==> src/rtl/mc_pkg.sv <==
// Shared encodings for the multicycle MIPS control path: opcodes, FSM states
// and the aluop / alusrcb / pcsrc select values also used by aludec users.
package mc_pkg;

  localparam logic [5:0] OP_RTYPE = 6'b000000;
  localparam logic [5:0] OP_LW    = 6'b100011;
  localparam logic [5:0] OP_SW    = 6'b101011;
  localparam logic [5:0] OP_BEQ   = 6'b000100;
  localparam logic [5:0] OP_ADDI  = 6'b001000;
  localparam logic [5:0] OP_ORI   = 6'b001101;
  localparam logic [5:0] OP_J     = 6'b000010;

  localparam logic [1:0] ALUOP_ADD   = 2'b00;
  localparam logic [1:0] ALUOP_SUB   = 2'b01;
  localparam logic [1:0] ALUOP_FUNCT = 2'b10;
  localparam logic [1:0] ALUOP_OR    = 2'b11;

  localparam logic [1:0] SRCB_B     = 2'b00;
  localparam logic [1:0] SRCB_FOUR  = 2'b01;
  localparam logic [1:0] SRCB_IMM   = 2'b10;
  localparam logic [1:0] SRCB_IMMSH = 2'b11;

  localparam logic [1:0] PCSRC_ALU    = 2'b00;
  localparam logic [1:0] PCSRC_ALUOUT = 2'b01;
  localparam logic [1:0] PCSRC_JUMP   = 2'b10;

  typedef enum logic [3:0] {
    S_FETCH    = 4'd0,
    S_DECODE   = 4'd1,
    S_MEMADR   = 4'd2,
    S_MEMRD    = 4'd3,
    S_MEMWB    = 4'd4,
    S_MEMWR    = 4'd5,
    S_RTYPEEX  = 4'd6,
    S_RTYPEWB  = 4'd7,
    S_BEQEX    = 4'd8,
    S_ADDIEX   = 4'd9,
    S_ORIEX    = 4'd10,
    S_IMMWB    = 4'd11,
    S_JEX      = 4'd12
  } mc_state_t;

endpackage

==> src/rtl/mc_controller_outdec.sv <==
// Combinational state-to-control decode for the multicycle controller.
// All controls are Moore except irwrite/pcwrite in FETCH, qualified by mem_ready.
module mc_controller_outdec
  import mc_pkg::*;
(
  input  logic [3:0] i_state,
  input  logic       i_mem_ready,
  output logic       o_mem_req,
  output logic       o_memwrite,
  output logic       o_iord,
  output logic       o_irwrite,
  output logic       o_pcwrite,
  output logic       o_branch,
  output logic       o_regwrite,
  output logic       o_regdst,
  output logic       o_memtoreg,
  output logic       o_alusrca,
  output logic [1:0] o_alusrcb,
  output logic       o_zeroext,
  output logic [1:0] o_pcsrc,
  output logic [1:0] o_aluop
);

  mc_state_t w_state;
  assign w_state = mc_state_t'(i_state);

  always_comb begin
    o_mem_req  = 1'b0;
    o_memwrite = 1'b0;
    o_iord     = 1'b0;
    o_irwrite  = 1'b0;
    o_pcwrite  = 1'b0;
    o_branch   = 1'b0;
    o_regwrite = 1'b0;
    o_regdst   = 1'b0;
    o_memtoreg = 1'b0;
    o_alusrca  = 1'b0;
    o_alusrcb  = SRCB_B;
    o_zeroext  = 1'b0;
    o_pcsrc    = PCSRC_ALU;
    o_aluop    = ALUOP_ADD;
    case (w_state)
      S_FETCH: begin
        o_mem_req = 1'b1;
        o_alusrcb = SRCB_FOUR;
        o_irwrite = i_mem_ready;
        o_pcwrite = i_mem_ready;
      end
      // Branch target is computed here so BEQEX only needs the compare.
      S_DECODE: o_alusrcb = SRCB_IMMSH;
      S_MEMADR: begin
        o_alusrca = 1'b1;
        o_alusrcb = SRCB_IMM;
      end
      S_MEMRD: begin
        o_mem_req = 1'b1;
        o_iord    = 1'b1;
      end
      S_MEMWB: begin
        o_regwrite = 1'b1;
        o_memtoreg = 1'b1;
      end
      S_MEMWR: begin
        o_mem_req  = 1'b1;
        o_memwrite = 1'b1;
        o_iord     = 1'b1;
      end
      S_RTYPEEX: begin
        o_alusrca = 1'b1;
        o_aluop   = ALUOP_FUNCT;
      end
      S_RTYPEWB: begin
        o_regwrite = 1'b1;
        o_regdst   = 1'b1;
      end
      S_BEQEX: begin
        o_alusrca = 1'b1;
        o_aluop   = ALUOP_SUB;
        o_branch  = 1'b1;
        o_pcsrc   = PCSRC_ALUOUT;
      end
      S_ADDIEX: begin
        o_alusrca = 1'b1;
        o_alusrcb = SRCB_IMM;
      end
      S_ORIEX: begin
        o_alusrca = 1'b1;
        o_alusrcb = SRCB_IMM;
        o_aluop   = ALUOP_OR;
        o_zeroext = 1'b1;
      end
      S_IMMWB: o_regwrite = 1'b1;
      S_JEX: begin
        o_pcwrite = 1'b1;
        o_pcsrc   = PCSRC_JUMP;
      end
      default: ;
    endcase
  end

endmodule

==> src/rtl/mc_controller.sv <==
// Main control FSM of the multicycle MIPS core: state register, dispatch,
// retired-instruction counter and PC-enable gating.
module mc_controller
  import mc_pkg::*;
#(
  parameter int INSTRET_W = 32
) (
  input  logic                 clk,
  input  logic                 reset,
  input  logic [5:0]           op,
  input  logic                 zero,
  input  logic                 mem_ready,
  output logic                 mem_req,
  output logic                 memwrite,
  output logic                 iord,
  output logic                 irwrite,
  output logic                 pcen,
  output logic                 regwrite,
  output logic                 regdst,
  output logic                 memtoreg,
  output logic                 alusrca,
  output logic [1:0]           alusrcb,
  output logic                 zeroext,
  output logic [1:0]           pcsrc,
  output logic [1:0]           aluop,
  output logic                 illegal_op,
  output logic [INSTRET_W-1:0] instret,
  output logic [3:0]           o_dbg_state
);

  // Memory handshake: mem_req is held with iord/memwrite stable until the
  // cycle mem_ready is high, which completes the access in that same cycle.

  mc_state_t              r_state;
  mc_state_t              w_next;
  logic                   w_retire;
  logic                   w_illegal;
  logic                   r_illegal_op;
  logic [INSTRET_W-1:0]   r_instret;

  logic w_mem_req, w_memwrite, w_irwrite, w_pcwrite, w_branch, w_regwrite;

  always_ff @(posedge clk or negedge reset) begin
    if (!reset) begin
      r_state      <= S_FETCH;
      r_illegal_op <= 1'b0;
      r_instret    <= '0;
    end else begin
      r_state      <= w_next;
      r_illegal_op <= w_illegal;
      if (w_retire) r_instret <= r_instret + INSTRET_W'(1);
    end
  end

  always_comb begin
    w_next    = r_state;
    w_retire  = 1'b0;
    w_illegal = 1'b0;
    case (r_state)
      S_FETCH:  if (mem_ready) w_next = S_DECODE;
      S_DECODE: begin
        case (op)
          OP_LW, OP_SW: w_next = S_MEMADR;
          OP_RTYPE:     w_next = S_RTYPEEX;
          OP_BEQ:       w_next = S_BEQEX;
          OP_ADDI:      w_next = S_ADDIEX;
          OP_ORI:       w_next = S_ORIEX;
          OP_J:         w_next = S_JEX;
          default: begin
            w_illegal = 1'b1;
            w_next    = S_FETCH;
          end
        endcase
      end
      S_MEMADR:  w_next = (op == OP_LW) ? S_MEMRD : S_MEMWR;
      S_MEMRD:   if (mem_ready) w_next = S_MEMWB;
      S_MEMWR: begin
        if (mem_ready) begin
          w_next   = S_FETCH;
          w_retire = 1'b1;
        end
      end
      S_RTYPEEX: w_next = S_RTYPEWB;
      S_ADDIEX:  w_next = S_IMMWB;
      S_ORIEX:   w_next = S_IMMWB;
      S_MEMWB, S_RTYPEWB, S_BEQEX, S_IMMWB, S_JEX: begin
        w_next   = S_FETCH;
        w_retire = 1'b1;
      end
      default:   w_next = S_FETCH;
    endcase
  end

  mc_controller_outdec u_outdec (
    .i_state     (r_state),
    .i_mem_ready (mem_ready),
    .o_mem_req   (w_mem_req),
    .o_memwrite  (w_memwrite),
    .o_iord      (iord),
    .o_irwrite   (w_irwrite),
    .o_pcwrite   (w_pcwrite),
    .o_branch    (w_branch),
    .o_regwrite  (w_regwrite),
    .o_regdst    (regdst),
    .o_memtoreg  (memtoreg),
    .o_alusrca   (alusrca),
    .o_alusrcb   (alusrcb),
    .o_zeroext   (zeroext),
    .o_pcsrc     (pcsrc),
    .o_aluop     (aluop)
  );

  // Side-effecting strobes are masked while reset is low, since the state
  // register already sits in FETCH during reset.
  assign mem_req     = w_mem_req & reset;
  assign memwrite    = w_memwrite & reset;
  assign irwrite     = w_irwrite & reset;
  assign regwrite    = w_regwrite & reset;
  assign pcen        = (w_pcwrite | (w_branch & zero)) & reset;
  assign illegal_op  = r_illegal_op;
  assign instret     = r_instret;
  assign o_dbg_state = r_state;

endmodule

==> config.mk <==
export PLATFORM = sky130hd
export DESIGN_NAME = mc_controller
export DESIGN_NICKNAME = d
export VERILOG_FILES = /design/src/rtl/mc_pkg.sv /design/src/rtl/mc_controller_outdec.sv /design/src/rtl/mc_controller.sv
export SDC_FILE = /design/constraint.sdc
export NUM_CORES = 1
export LEC_CHECK = 0
export CORE_AREA = 2 2 72 74
export CTS_CLUSTER_SIZE = 14
export DETAILED_ROUTE_END_ITERATION = 8
export DIE_AREA = 0 0 74 76
export PLACE_DENSITY = 0.78
export SLEW_MARGIN = 20
export SYNTH_ARGS = -nofsm -noshare
export SYNTH_HDL_FRONTEND = slang
export SYNTH_HIERARCHICAL = 1
export SYNTH_SLANG_ARGS = --single-unit
export TNS_END_PERCENT = 1
==> constraint.sdc <==
create_clock -name clk -period 2.31 [get_ports clk]
set_input_delay 0.3465 -clock clk [delete_from_list [all_inputs] [get_ports clk]]
set_output_delay 0.3465 -clock clk [all_outputs]
set_load 0.1 [all_outputs]
# Word-level counts from Yosys, hierarchy flattened
# Index checks and enable logic that the tools add are counted.
# W data, S select, Z words.
# totals
regBits,37
in_bits,10
output_inout_bits,53
word_cells,68
# op_classes
n_addsub,1
eq_ne,21
muxes,24
n_bitwise,7
reduce_logical,12
# op_table
cell,count
$add A32 B1 Y32 const B,1
$pmux W4 S7,1
$pmux W4 S6,1
$eq A4 B4 Y1 const B,5
$eq A4 B3 Y1 const B,4
$mux W1,13
$eq A6 B4 Y1 const B,2
$eq A6 B6 Y1 const B,2
$mux W4,3
$pmux W2 S3,2
$reduce_or A5 Y1,2
$reduce_or A3 Y1,3
$eq A4 B2 Y1 const B,2
$reduce_or A7 Y1,1
$and A1 B1 Y1,6
$eq A6 B2 Y1 const B,1
$eq A6 B3 Y1 const B,1
$logic_not A6 Y1,1
$ne A2 B2 Y1 const B,3
$reduce_or A2 Y1,3
$eq A4 B1 Y1 const B,1
$logic_not A4 Y1,1
$pmux W1 S2,2
$pmux W2 S2,1
3 further kinds,3

# Logic depth before layout (Yosys ltp)
# Gate-level depths: netlist of run 1.
# logic_depth
depth_word,5
mapped_depth,7
depth_no_buf,5

# Cells and area by module
# The synthesis of run 1 kept the hierarchy.
# modules_own_cells
mod,instances,cells_per_inst,area_per_inst_um2,seq_area_each_um2
mc_controller,1,214,2063.2,925.9
mc_controller_outdec,1,29,178.9,0.0

# Worst setup path after synthesis of run 1
# Ideal clock, no wire load.
# synth_timing
path_type,register to output
startpoint,register r_state[1] (netlist: o_dbg_state[1])
endpoint,output port iord
arrival_time_ps,3557
required_time_ps,1964
path_slack_ps,-1594
path_stages_with_launch,4
n_path_buf,1
path_cell_list,dfrtp_1 buf_4 xnor2_1 nor3b_1
# synth_via
elab_chain_cells,3
elab_cells_between_ends,4
cone_classes,eq/ne: 2; mux: 1; reduce/logical: 1
# synth_rtl
item,line,rtl
"start, declared",mc_controller.sv:34,mc_state_t r_state;
"start signal, assigned",mc_controller.sv:49,r_state <= w_next;
$eq A4 B2 Y1 / $eq A4 B3 Y1 (equally long branches),mc_controller_outdec.sv:42,case (w_state)
$reduce_or A2 Y1 (no line) (*),-,
$mux W1 (*),mc_controller_outdec.sv:42,
"end, declared",mc_controller.sv:15,"output logic iord,"
# Mark *: on every way between the ends. The rest lies on a longest branch, timed or not.

# Worst setup path after layout of run 1
# layout_timing
startpoint,register r_state[3] (netlist: o_dbg_state[3])
endpoint,output port pcen
# layout_via
elab_cells_between_ends,8
cone_classes,eq/ne: 2; mux: 2; bitwise: 3; reduce/logical: 1
# layout_rtl
item,line,rtl
$eq A4 B4 Y1 / $logic_not A4 Y1 (equally long branches),mc_controller_outdec.sv:42,
$pmux W1 S2 (*),mc_controller_outdec.sv:42,
via w_pcwrite,mc_controller.sv:41,"logic w_mem_req, w_memwrite, w_irwrite, w_pcwrite, w_branch, w_regwrite;"
$or A1 B1 Y1 (*),mc_controller.sv:119,assign pcen = (w_pcwrite | (w_branch & zero)) & reset;
$and A1 B1 Y1 (*),mc_controller.sv:119,
"end, declared",mc_controller.sv:17,"output logic pcen,"
# The timed path passes the listed nets; every way through them passes the cells marked *.

==> impl_metrics.csv, run 1 <==
group,metric,value,unit
routing,post_drt_wl_per_cell,14.6,um
synthesis,syn_area,0.00224,mm2
setup_path,start_kind,"flip-flop",
timing,hold_viol_final,0,
power,ir_drop,0.636,mV
timing,slew_headroom,0.647,
min_path,hold_class,"input port to asynchronous set/reset pin",
routing,ant_nets,0,
synthesis,synth-edff-count,0,
finish,final_common_cell,"buf_4",
routing,drt-met1-wl,2350,um
clocking,cts_tree,"done",
global_routing,antenna_found_initial,0,
clocking,cts_buffers,5,
finish,num-fill-cells,405,
routing,wl_met3,269,um
global_routing,grt_max_degree,38,
clocking,clockBufferDepth,2,
routing,vias,2024,
placed_design,preCtsSetupSlack,80.9,ps
clocking,cts_resized,0,
timing,fin_crit,2220,ps
finish,seq_area,942,um2
synthesis,synth-seq-area-share,0.413,
die,initial_core_util,0.456,
timing,rsz0062_at_grt,"false",
synthesis,synthCells,243,
power,p_leak,1.20,nW
timing,setup_viol,0,
setup_path,cp.arrival,1870,ps
finish,n_antenna_cell,0,
routing,initialDrtViolationCount,150,
setup_path,cp-end-kind,"output pin",
die,dieHeight,76,um
global_routing,grt_overflow_total,0,
clocking,clk_pin_slew,80,ps
finish,fin_nets,313,
routing,top_layer_used,"met4",
setup_path,path_class,"flip-flop to output pin",
clocking,cts.hold.buffers_added,0,
finish,final_cell_mix,"buf_4, xor2_1, dfrtp_1, nand2_1, nor3_1",
die,io_pins,63,
timing,period_share,0.959,
timing,clock_skew,9.89,ps
routing,drcViolationCount,0,
timing,tns,0,ps
run_status,outcome,"completed",
clocking,htree_num_levels,2,
placed_design,io_buffers,62,
placed_design,dp_hpwl,3960,um
die,die_x,74,um
placed_design,place_congestion,0.834,
routing,firstDrtPassIters,4,
setup_path,critPathMaxFanout,20,
run,maxCapViolCount,0,
synthesis,synth_warnings,6,
synthesis,async_reset_ff_frac,1.00,
finish,multi_input_area,0.00129,mm2
die,rows,26,
setup_path,required,1960,ps
finish,final_util,0.649,
clocking,cts_setup_buffers,0,
finish,drive_above_1_share,0.343,
timing,maxSlewViolCount,0,
timing,worstMarginPinSlew,529,ps
global_routing,first_global_vias,1916,
global_routing,grt_pass1_wl,9180,um
timing,max_freq,0.451,GHz
routing,viasPerCell,5.43,
routing,routed-wl-met2,2720,um
finish,syn_to_final_growth,42.2,%
synthesis,ys_types,47,
global_routing,grt_usage,0.205,
die,core_area,0.00491,mm2
power,p_per_area,1250,mW/mm2
timing,fin_hold_ws,201,ps
timing,worst_slack,94.1,ps
clocking,clk_latency,300,ps
clocking,cts.root.buffer_cell,"clkbuf_8",
synthesis,ys.flop_type,"dfrtp_1",
die,die_area,0.00562,mm2
synthesis,ys_seq_elements,37,
routing,totalWireLength,5440,um
synthesis,syn_avg_cell_area,9.23,um2
synthesis,syn_nets,254,
clocking,cts_sinks,37,
## flip-flops by register name, indices dropped and copies added, names as in the netlist
name and cells:
illegal_op 1, instret 32, o_dbg_state 4
## layer usage
metal  GRT usage  up-vias
li1            -      985
met1       0.272      979
met2       0.321       51
met3      0.0542        9
met4      0.0691        0
met5           0        -
## worst max-delay path: stages, from the launching register on
cell and delay [ps]:
dfrtp_4 580, or3b_4 410, a211oi_2 180, a21oi_1 90, nor2b_4 140, buf_12 180
## power breakdown
group          switching, mW  total, mW  internal, mW  leakage (nW)
clock                  0.230      0.472         0.242        0.0445
combinational           1.85       2.57         0.718         0.789
sequential             0.176      0.953         0.778         0.369
total                   2.26       4.00          1.74          1.20
## final cells by class
class / instances / area share
flip-flops and latches: 37 / 0.296
clock buffers: 7 / 0.0271
multi-input cells: 184 / 0.406
repair buffers: 69 / 0.235
well taps: 70 / 0.0275
inverters: 5 / 0.00589
clock inverters: 1 / 0.00235
## through the flow
stage / cells / cell area [um2] / power, mW
after floorplan: 243 / 2340 / 2.85
after global placement: 365 / 3090 / 3.50
after detailed placement: 365 / 3090 / 3.53
after CTS: 373 / 3180 / 4.01
after global routing: 373 / 3190 / 4.18
final: 373 / 3190 / 4.00
## cell usage after synthesis (3+ instances only)
cell type   n  share of area
nand2_1    20          0.033
nand2b_1   11          0.031
nor2_1     14          0.023
nor4_2      5          0.028
nor3_1     20          0.045
inv_1       5         0.0084
and3_1      4          0.011
dfrtp_1    37           0.41
a21oi_1     7          0.016
xnor2_1     6          0.023
and2_1      4          0.011
and4_1      3          0.012
xor2_1     28           0.11
o21ai_0     6          0.013
o22ai_1     4          0.011
buf_2       7          0.016
nand3_1    11          0.025
nor4_1      7          0.020
nand4_1     5          0.014
clkbuf_1    6          0.010
## logic make-up (layout without fill, tap and decap cells)
logic type	Yosys count	count (layout)	synth area share
xor+xnor	34	34	0.133
mux	1	1	0.00502
simple gates	116	116	0.295
flops	37	37	0.413
buf+inv	22	82	0.0474
fa+ha+maj	1	1	0.00558
compound gates	32	32	0.102
## worst paths after layout
path,cells after the start,from,endpoint,slack [ps]
max,5,o_dbg_state[3],pcen,90
min,2,reset,instret[2],200
max reg2reg,5,o_dbg_state[3],instret[26],280
min reg2reg,1,instret[31],instret[31],480
max in group asynchronous,2,reset,o_dbg_state[3],1750
min in group clk,1,instret[31],instret[31],480
Note: power is estimated with default switching activity, not from simulation.
==> run 2, diff against run 1 <==
Settings changed: CTS_CLUSTER_SIZE 14 to not set, SKIP_CTS_REPAIR_TIMING set to 1.
==> results of run 2 <==
Same layout as run 1: the final DEF is identical, and so are final timing and power.
